===== config.mk =====
export PLATFORM = sky130hd
export DESIGN_NAME = register_file_mq_fifo
export DESIGN_NICKNAME = d
export VERILOG_FILES = /design/src/rtl/register_file_mq_fifo.sv
export SDC_FILE = /design/constraint.sdc
export NUM_CORES = 2
export LEC_CHECK = 0
export CELL_PAD_IN_SITES_DETAIL_PLACEMENT = 1
export CELL_PAD_IN_SITES_GLOBAL_PLACEMENT = 2
export CORE_ASPECT_RATIO = 0.6
export CORE_UTILIZATION = 33
export DETAILED_ROUTE_END_ITERATION = 10
export DONT_BUFFER_PORTS = 1
export GPL_ROUTABILITY_DRIVEN = 0
export MAX_ROUTING_LAYER = met4
export PLACE_DENSITY = 0.57
export SYNTH_ARGS = -nofsm -noshare
export SYNTH_HDL_FRONTEND = slang
export SYNTH_SLANG_ARGS = --single-unit

===== constraint.sdc =====
create_clock -name clk -period 6.33 [get_ports clk]
set_input_delay 1.5825 -clock clk [delete_from_list [all_inputs] [get_ports clk]]
set_output_delay 1.5825 -clock clk [all_outputs]
set_load 0.01 [all_outputs]

===== src/rtl/register_file_mq_fifo.sv =====
// Multi-queue FIFO on one shared 1R1W register-file memory.
// NUM_Q = 1<<NUM_Q_BITS queues, each a fixed DEPTH = 1<<DEPTH_BITS partition
// addressed as {qid, ptr}. Registered read data with a valid pulse, per-queue
// empty/full flags and one-cycle error pulses for dropped writes and reads.
// Optional feature: define MQ_FIFO_BYPASS_EN to let a read of an empty queue
// take the same-cycle write data of that queue.
module register_file_mq_fifo #(
  parameter int unsigned WIDTH      = 64,
  parameter int unsigned NUM_Q_BITS = 2,
  parameter int unsigned DEPTH_BITS = 4
) (
  input  logic                        clk,
  input  logic                        rstn,
  input  logic                        wr_i,
  input  logic [NUM_Q_BITS-1:0]       wr_qid_i,
  input  logic [WIDTH-1:0]            din_i,
  input  logic                        rd_i,
  input  logic [NUM_Q_BITS-1:0]       rd_qid_i,
  output logic [WIDTH-1:0]            dout_o,
  output logic                        dout_valid_o,
  output logic [(1<<NUM_Q_BITS)-1:0]  empty_o,
  output logic [(1<<NUM_Q_BITS)-1:0]  full_o,
  output logic                        wr_err_o,
  output logic                        rd_err_o
);

  localparam int unsigned NumQ  = 1 << NUM_Q_BITS;
  localparam int unsigned Depth = 1 << DEPTH_BITS;
  localparam int unsigned AddrW = NUM_Q_BITS + DEPTH_BITS;

  logic [DEPTH_BITS:0] wptr_q [NumQ];
  logic [DEPTH_BITS:0] wptr_d [NumQ];
  logic [DEPTH_BITS:0] rptr_q [NumQ];
  logic [DEPTH_BITS:0] rptr_d [NumQ];

  logic [WIDTH-1:0] mem_q [NumQ*Depth];

  logic [WIDTH-1:0] dout_q, dout_d;
  logic             dout_valid_q;
  logic             wr_err_q, rd_err_q;

  logic             same_q;
  logic             wr_acc, rd_acc;
  logic             rd_bypass;
  logic [AddrW-1:0] wr_addr, rd_addr;
  logic [WIDTH-1:0] rd_data;

  // Flags straight from the pointer registers; MSB acts as the wrap bit.
  always_comb begin
    empty_o = '0;
    full_o  = '0;
    for (int unsigned q = 0; q < NumQ; q++) begin
      empty_o[q] = (wptr_q[q] == rptr_q[q]);
      full_o[q]  = (wptr_q[q][DEPTH_BITS] != rptr_q[q][DEPTH_BITS]) &&
                   (wptr_q[q][DEPTH_BITS-1:0] == rptr_q[q][DEPTH_BITS-1:0]);
    end
  end

  // Accept decisions and memory addressing.
  always_comb begin
    same_q    = (wr_qid_i == rd_qid_i);
    // A full queue still takes a write when the same cycle pops it.
    wr_acc    = wr_i && (!full_o[wr_qid_i] || (rd_i && same_q));
`ifdef MQ_FIFO_BYPASS_EN
    rd_bypass = rd_i && empty_o[rd_qid_i] && wr_acc && same_q;
`else
    rd_bypass = 1'b0;
`endif
    rd_acc    = (rd_i && !empty_o[rd_qid_i]) || rd_bypass;
    wr_addr   = {wr_qid_i, wptr_q[wr_qid_i][DEPTH_BITS-1:0]};
    rd_addr   = {rd_qid_i, rptr_q[rd_qid_i][DEPTH_BITS-1:0]};
  end

  // Read data select: memory (old data on a same-slot write), or din on bypass.
  always_comb begin
`ifdef MQ_FIFO_BYPASS_EN
    rd_data = rd_bypass ? din_i : mem_q[rd_addr];
`else
    rd_data = mem_q[rd_addr];
`endif
    dout_d  = rd_acc ? rd_data : dout_q;
  end

  // Next-state pointers: only the addressed queue(s) advance.
  always_comb begin
    for (int unsigned q = 0; q < NumQ; q++) begin
      wptr_d[q] = wptr_q[q];
      rptr_d[q] = rptr_q[q];
      if (wr_acc && (wr_qid_i == NUM_Q_BITS'(q))) begin
        wptr_d[q] = wptr_q[q] + 1'b1;
      end
      if (rd_acc && (rd_qid_i == NUM_Q_BITS'(q))) begin
        rptr_d[q] = rptr_q[q] + 1'b1;
      end
    end
  end

  // Pointer, output and error-pulse registers.
  always_ff @(posedge clk or negedge rstn) begin
    if (!rstn) begin
      for (int unsigned q = 0; q < NumQ; q++) begin
        wptr_q[q] <= '0;
        rptr_q[q] <= '0;
      end
      dout_q       <= '0;
      dout_valid_q <= 1'b0;
      wr_err_q     <= 1'b0;
      rd_err_q     <= 1'b0;
    end else begin
      for (int unsigned q = 0; q < NumQ; q++) begin
        wptr_q[q] <= wptr_d[q];
        rptr_q[q] <= rptr_d[q];
      end
      dout_q       <= dout_d;
      dout_valid_q <= rd_acc;
      wr_err_q     <= wr_i && !wr_acc;
      rd_err_q     <= rd_i && !rd_acc;
    end
  end

  // Memory array, intentionally not reset so it maps onto register-file RAM.
  always_ff @(posedge clk) begin
    if (wr_acc) begin
      mem_q[wr_addr] <= din_i;
    end
  end

  assign dout_o       = dout_q;
  assign dout_valid_o = dout_valid_q;
  assign wr_err_o     = wr_err_q;
  assign rd_err_o     = rd_err_q;

endmodule


==> flow_summary.rst <==
.. list-table::
   :header-rows: 1

   * - Metric
     - Value
   * - Global-route wire length before repair
     - 790000 µm
   * - All-layer global routing usage
     - 0.236
   * - Area fraction of the dominant cell type after synthesis
     - 0.757
   * - Post_cts resized
     - 0
   * - Core Rows
     - 199
   * - Total iterations of the first detailed-routing run
     - 6
   * - R2R depth
     - 9
   * - Top cells by area in the synthesized netlist
     - sky130_fd_sc_hd__edfxtp_1, sky130_fd_sc_hd__mux2i_1, sky130_fd_sc_hd__mux4_2
   * - Worst min-delay path category
     - in -> async
   * - Final critical-path share of the clock period
     - 0.806
   * - Slowest stage delay, CP
     - 0.94 ns
   * - EDFF count, synth
     - 4096
   * - Post-Synthesis Cell Area
     - 0.163 mm²
   * - Total power after layout
     - 80.4 mW
   * - Hold Buf Count CTS
     - 0
   * - Setup repair after global routing missed its margin
     - false
   * - Number of distinct library cells after synthesis
     - 72
   * - Number of max-cap violations
     - 0
   * - Origin of the critical flop-to-flop path
     - rptr_q[12]
   * - Final setup fails
     - 0
   * - CORE AREA
     - 0.490 mm²
   * - Post-synthesis sequential area ratio
     - 0.773
   * - CP Buf/Inv Count
     - 3
   * - Worst-path fanout max
     - 69
   * - Vias post-DR
     - 93000
   * - TritonCTS clock tree
     - yes
   * - Register-to-register setup slack
     - 1.31 ns
   * - Quantity of I/O buffers inserted on ports
     - 0
   * - Hold Vio Cnt, Final
     - 0
   * - Number of register bits inferred by synthesis
     - 4203
   * - Routed length per instance
     - 35.7 µm
   * - Number of nets in the finished design
     - 9572
   * - Int Power
     - 53.4 mW
   * - Startpoint kind of the worst setup timing path
     - input pin
   * - Async set-reset flop share out of synthesis
     - 0.0255
   * - Global route overflow
     - 0
   * - Effective utilization at floorplan
     - 0.332
   * - Number of fill cells
     - 47900
   * - Total power per unit cell area
     - 431 mW/mm²
   * - H-tree depth reported by CTS
     - 5
   * - Crit path cell chain
     - mux4_4, buf_4, nor2b_4, buf_4, nand3_1, a32oi_1, a2111oi_1, clkdlybuf4s18_2, o32a_1
   * - Count of nets left with antenna violations after detail routing
     - 0
   * - Worst slew margin relative to its limit
     - 0.162
   * - Synthesis warning total
     - 0
   * - Clock sink count
     - 4203
   * - Fraction of layout cells with a size suffix above 1
     - 0.152
   * - Via count of the first global-routing pass
     - 92400
   * - Placement-stage worst setup slack
     - 0.592 ns
   * - Root Driver
     - sky130_fd_sc_hd__clkbuf_16
   * - Run status
     - completed
   * - Net switching power
     - 27.0 mW
   * - Clock Power Share
     - 0.309
   * - Initial antenna violation count
     - 30
   * - Most common cell type on the critical path
     - sky130_fd_sc_hd__buf_4
   * - Pins over their slew limit
     - 0
   * - Pin count of the biggest net entering global routing
     - 108
   * - Signal arrival time at the worst endpoint
     - 5.96 ns
   * - I/O pin count
     - 147
   * - Sequential share of power
     - 0.405
   * - Power share of the combinational group
     - 0.286
   * - Maximum clock rate
     - 196 MHz
   * - Drt initial violations
     - 11500
   * - Synth Area per Inst
     - 17.5 µm²
   * - Number of setup buffers added after CTS
     - 0
   * - Largest buffer count on any clock path
     - 4
   * - Minimum clock period after layout
     - 5.10 ns
   * - Cell family with the largest share of critical-path delay
     - buffers and inverters
   * - Top cell type by total area after synthesis
     - sky130_fd_sc_hd__edfxtp_1
   * - Number of buffers created by CTS
     - 407
   * - Width of the die
     - 908 µm
   * - Number of standard cells after synthesis
     - 9278
   * - Static power due to leakage
     - 59.6 nW
   * - Required @ worst endpoint
     - 7.18 ns
   * - Slowest CP cell
     - sky130_fd_sc_hd__mux4_4
   * - Worst reg2reg endpoint
     - dout_o[57]
   * - Maximum ir drop on the vdd rail
     - 0.310 mV
   * - Clock latency of the later-clocked register in the worst-skew pair
     - 0.97 ns
   * - Switching share of power
     - 0.336
   * - Die Height
     - 546 µm
   * - Total die area
     - 0.495 mm²
   * - Logic depth of the worst path, buffers included
     - 9
   * - Layout area overhead
     - 14.7%
   * - Global routing met1 resource utilization
     - 0.360
   * - GR met2 Demand/Resource
     - 0.333
   * - Most used routing layer in global routing
     - met1
   * - Commonest cells after routing, fill and taps aside
     - sky130_fd_sc_hd__edfxtp_1, sky130_fd_sc_hd__nand2_1, sky130_fd_sc_hd__mux2i_1, sky130_fd_sc_hd__clkbuf_16, sky130_fd_sc_hd__mux4_2
   * - Syn nets
     - 9358
   * - Core utilization of the finished layout
     - 0.380
   * - Transition at the pin with the smallest max-transition slack
     - 1.26 ns
   * - Most instantiated flip-flop cell in the synthesis netlist
     - sky130_fd_sc_hd__edfxtp_1
   * - GRT met3 Usage
     - 0.0400
   * - Final wirelength
     - 584000 µm
   * - Placed wire-length estimate
     - 329000 µm
   * - Worst Hold Slack
     - 0.365 ns
   * - Final worst slack
     - 1.23 ns
   * - Vias per cell
     - 5.68
   * - Most frequent standard cell in the layout excluding fill and tap cells
     - sky130_fd_sc_hd__edfxtp_1
   * - Category of the worst setup path capture point
     - flip-flop
   * - Clk_skew
     - 0.0671 ns
   * - CTS clock-pin slew for the worst setup and hold paths
     - 0.07 ns
   * - Type of the setup path with the least slack
     - in -> reg
   * - DRC viols
     - 0
-- kinds of logic (layout without fill, tap and decap cells) --
logic type      Yosys count  in the layout  synth area share
xor+xnor                 50             50           0.00269
other cells               0             11                 0
buf+inv                 570           1123            0.0172
flops                  4203           4203             0.773
fa+ha+maj                 8              8          0.000616
simple gates           1918           1918            0.0519
compound gates         1302           1302            0.0572
mux                    1227           1227            0.0971
-- metrics by stage --
step | std cells | TNS, ns | area [µm²]
after global routing | 16400 | 0 | 186000
after CTS | 16400 | 0 | 186000
after floorplan | 9278 | -196.31 | 163000
after global placement | 15600 | 0 | 173000
final | 16400 | 0 | 186000
after detailed placement | 15600 | 0 | 173000
-- flip-flops by register name, indices dropped and copies added, names as in the netlist --
register      flops
mem_q          4096
rd_err_o          1
rptr_q           20
dout_o           64
wptr_q           20
dout_valid_o      1
wr_err_o          1
-- worst register-to-register path, delay by kind of cell (launching register included) --
kind | cells | cell delay [ns]
AOI/OAI and AO/OA | 3 | 1.41
buffers and inverters | 3 | 1.43
DFF | 1 | 0.66
muxes | 1 | 0.92
and+or+nand+nor | 2 | 0.50
-- final cells by class --
cell class                 instances  area [µm²]  area share
antenna                           11        27.5    0.000148
clock inverter                   207        2110      0.0113
clock buffer                     541       11100      0.0597
timing repair buffer             367        4460      0.0239
tap                             6532        8170      0.0438
sequential                      4203      126000       0.674
multi-input combinational       4505       34800       0.187
inverter                           8        35.0    0.000188
-- cell usage after synthesis, drive strengths merged, types with 89 or more instances --
cell type	n
mux2i	790
a32oi	122
a31oi	141
nand3	201
o22ai	164
mux2	176
dfrtp	107
nor2b	112
nor2	194
a211oi	89
a21oi	181
nand2	1145
o221ai	99
mux4	261
o21ai	102
edfxtp	4096
clkbuf	244
buf	318
-- worst max path at each step --
stage / from / endpoint / slack, ns
after floorplan: rd_qid_i[0] / mem_q[61][0] / -0.20
after global placement: rd_qid_i[1] / dout_o[57] / 0.28
after detailed placement: rd_qid_i[0] / dout_o[57] / 0.59
after CTS: rptr_q[8] / mem_q[60][42] / 1.53
after global routing: rptr_q[17] / dout_o[57] / 1.28
final: rd_qid_i[0] / dout_o[57] / 1.23
-- power groups by stage --
stage,Clock (mW),Sequential [mW],Combinational (mW)
finish,24.8,32.6,23.0
global route,26.2,32.7,24.1
CTS,25.3,32.6,22.9
detailed placement,0,33.2,22.8
global placement,0,33.2,22.6
floorplan,0,32.7,14.0
-- per-layer routing --
layer  vias to the layer above  part of all wire
li1                      37400                 -
met1                     51300              0.48
met2                      3559              0.43
met3                       652             0.075
met4                         0             0.021
met5                         -                 0
Power figures use the tool's default switching activity.
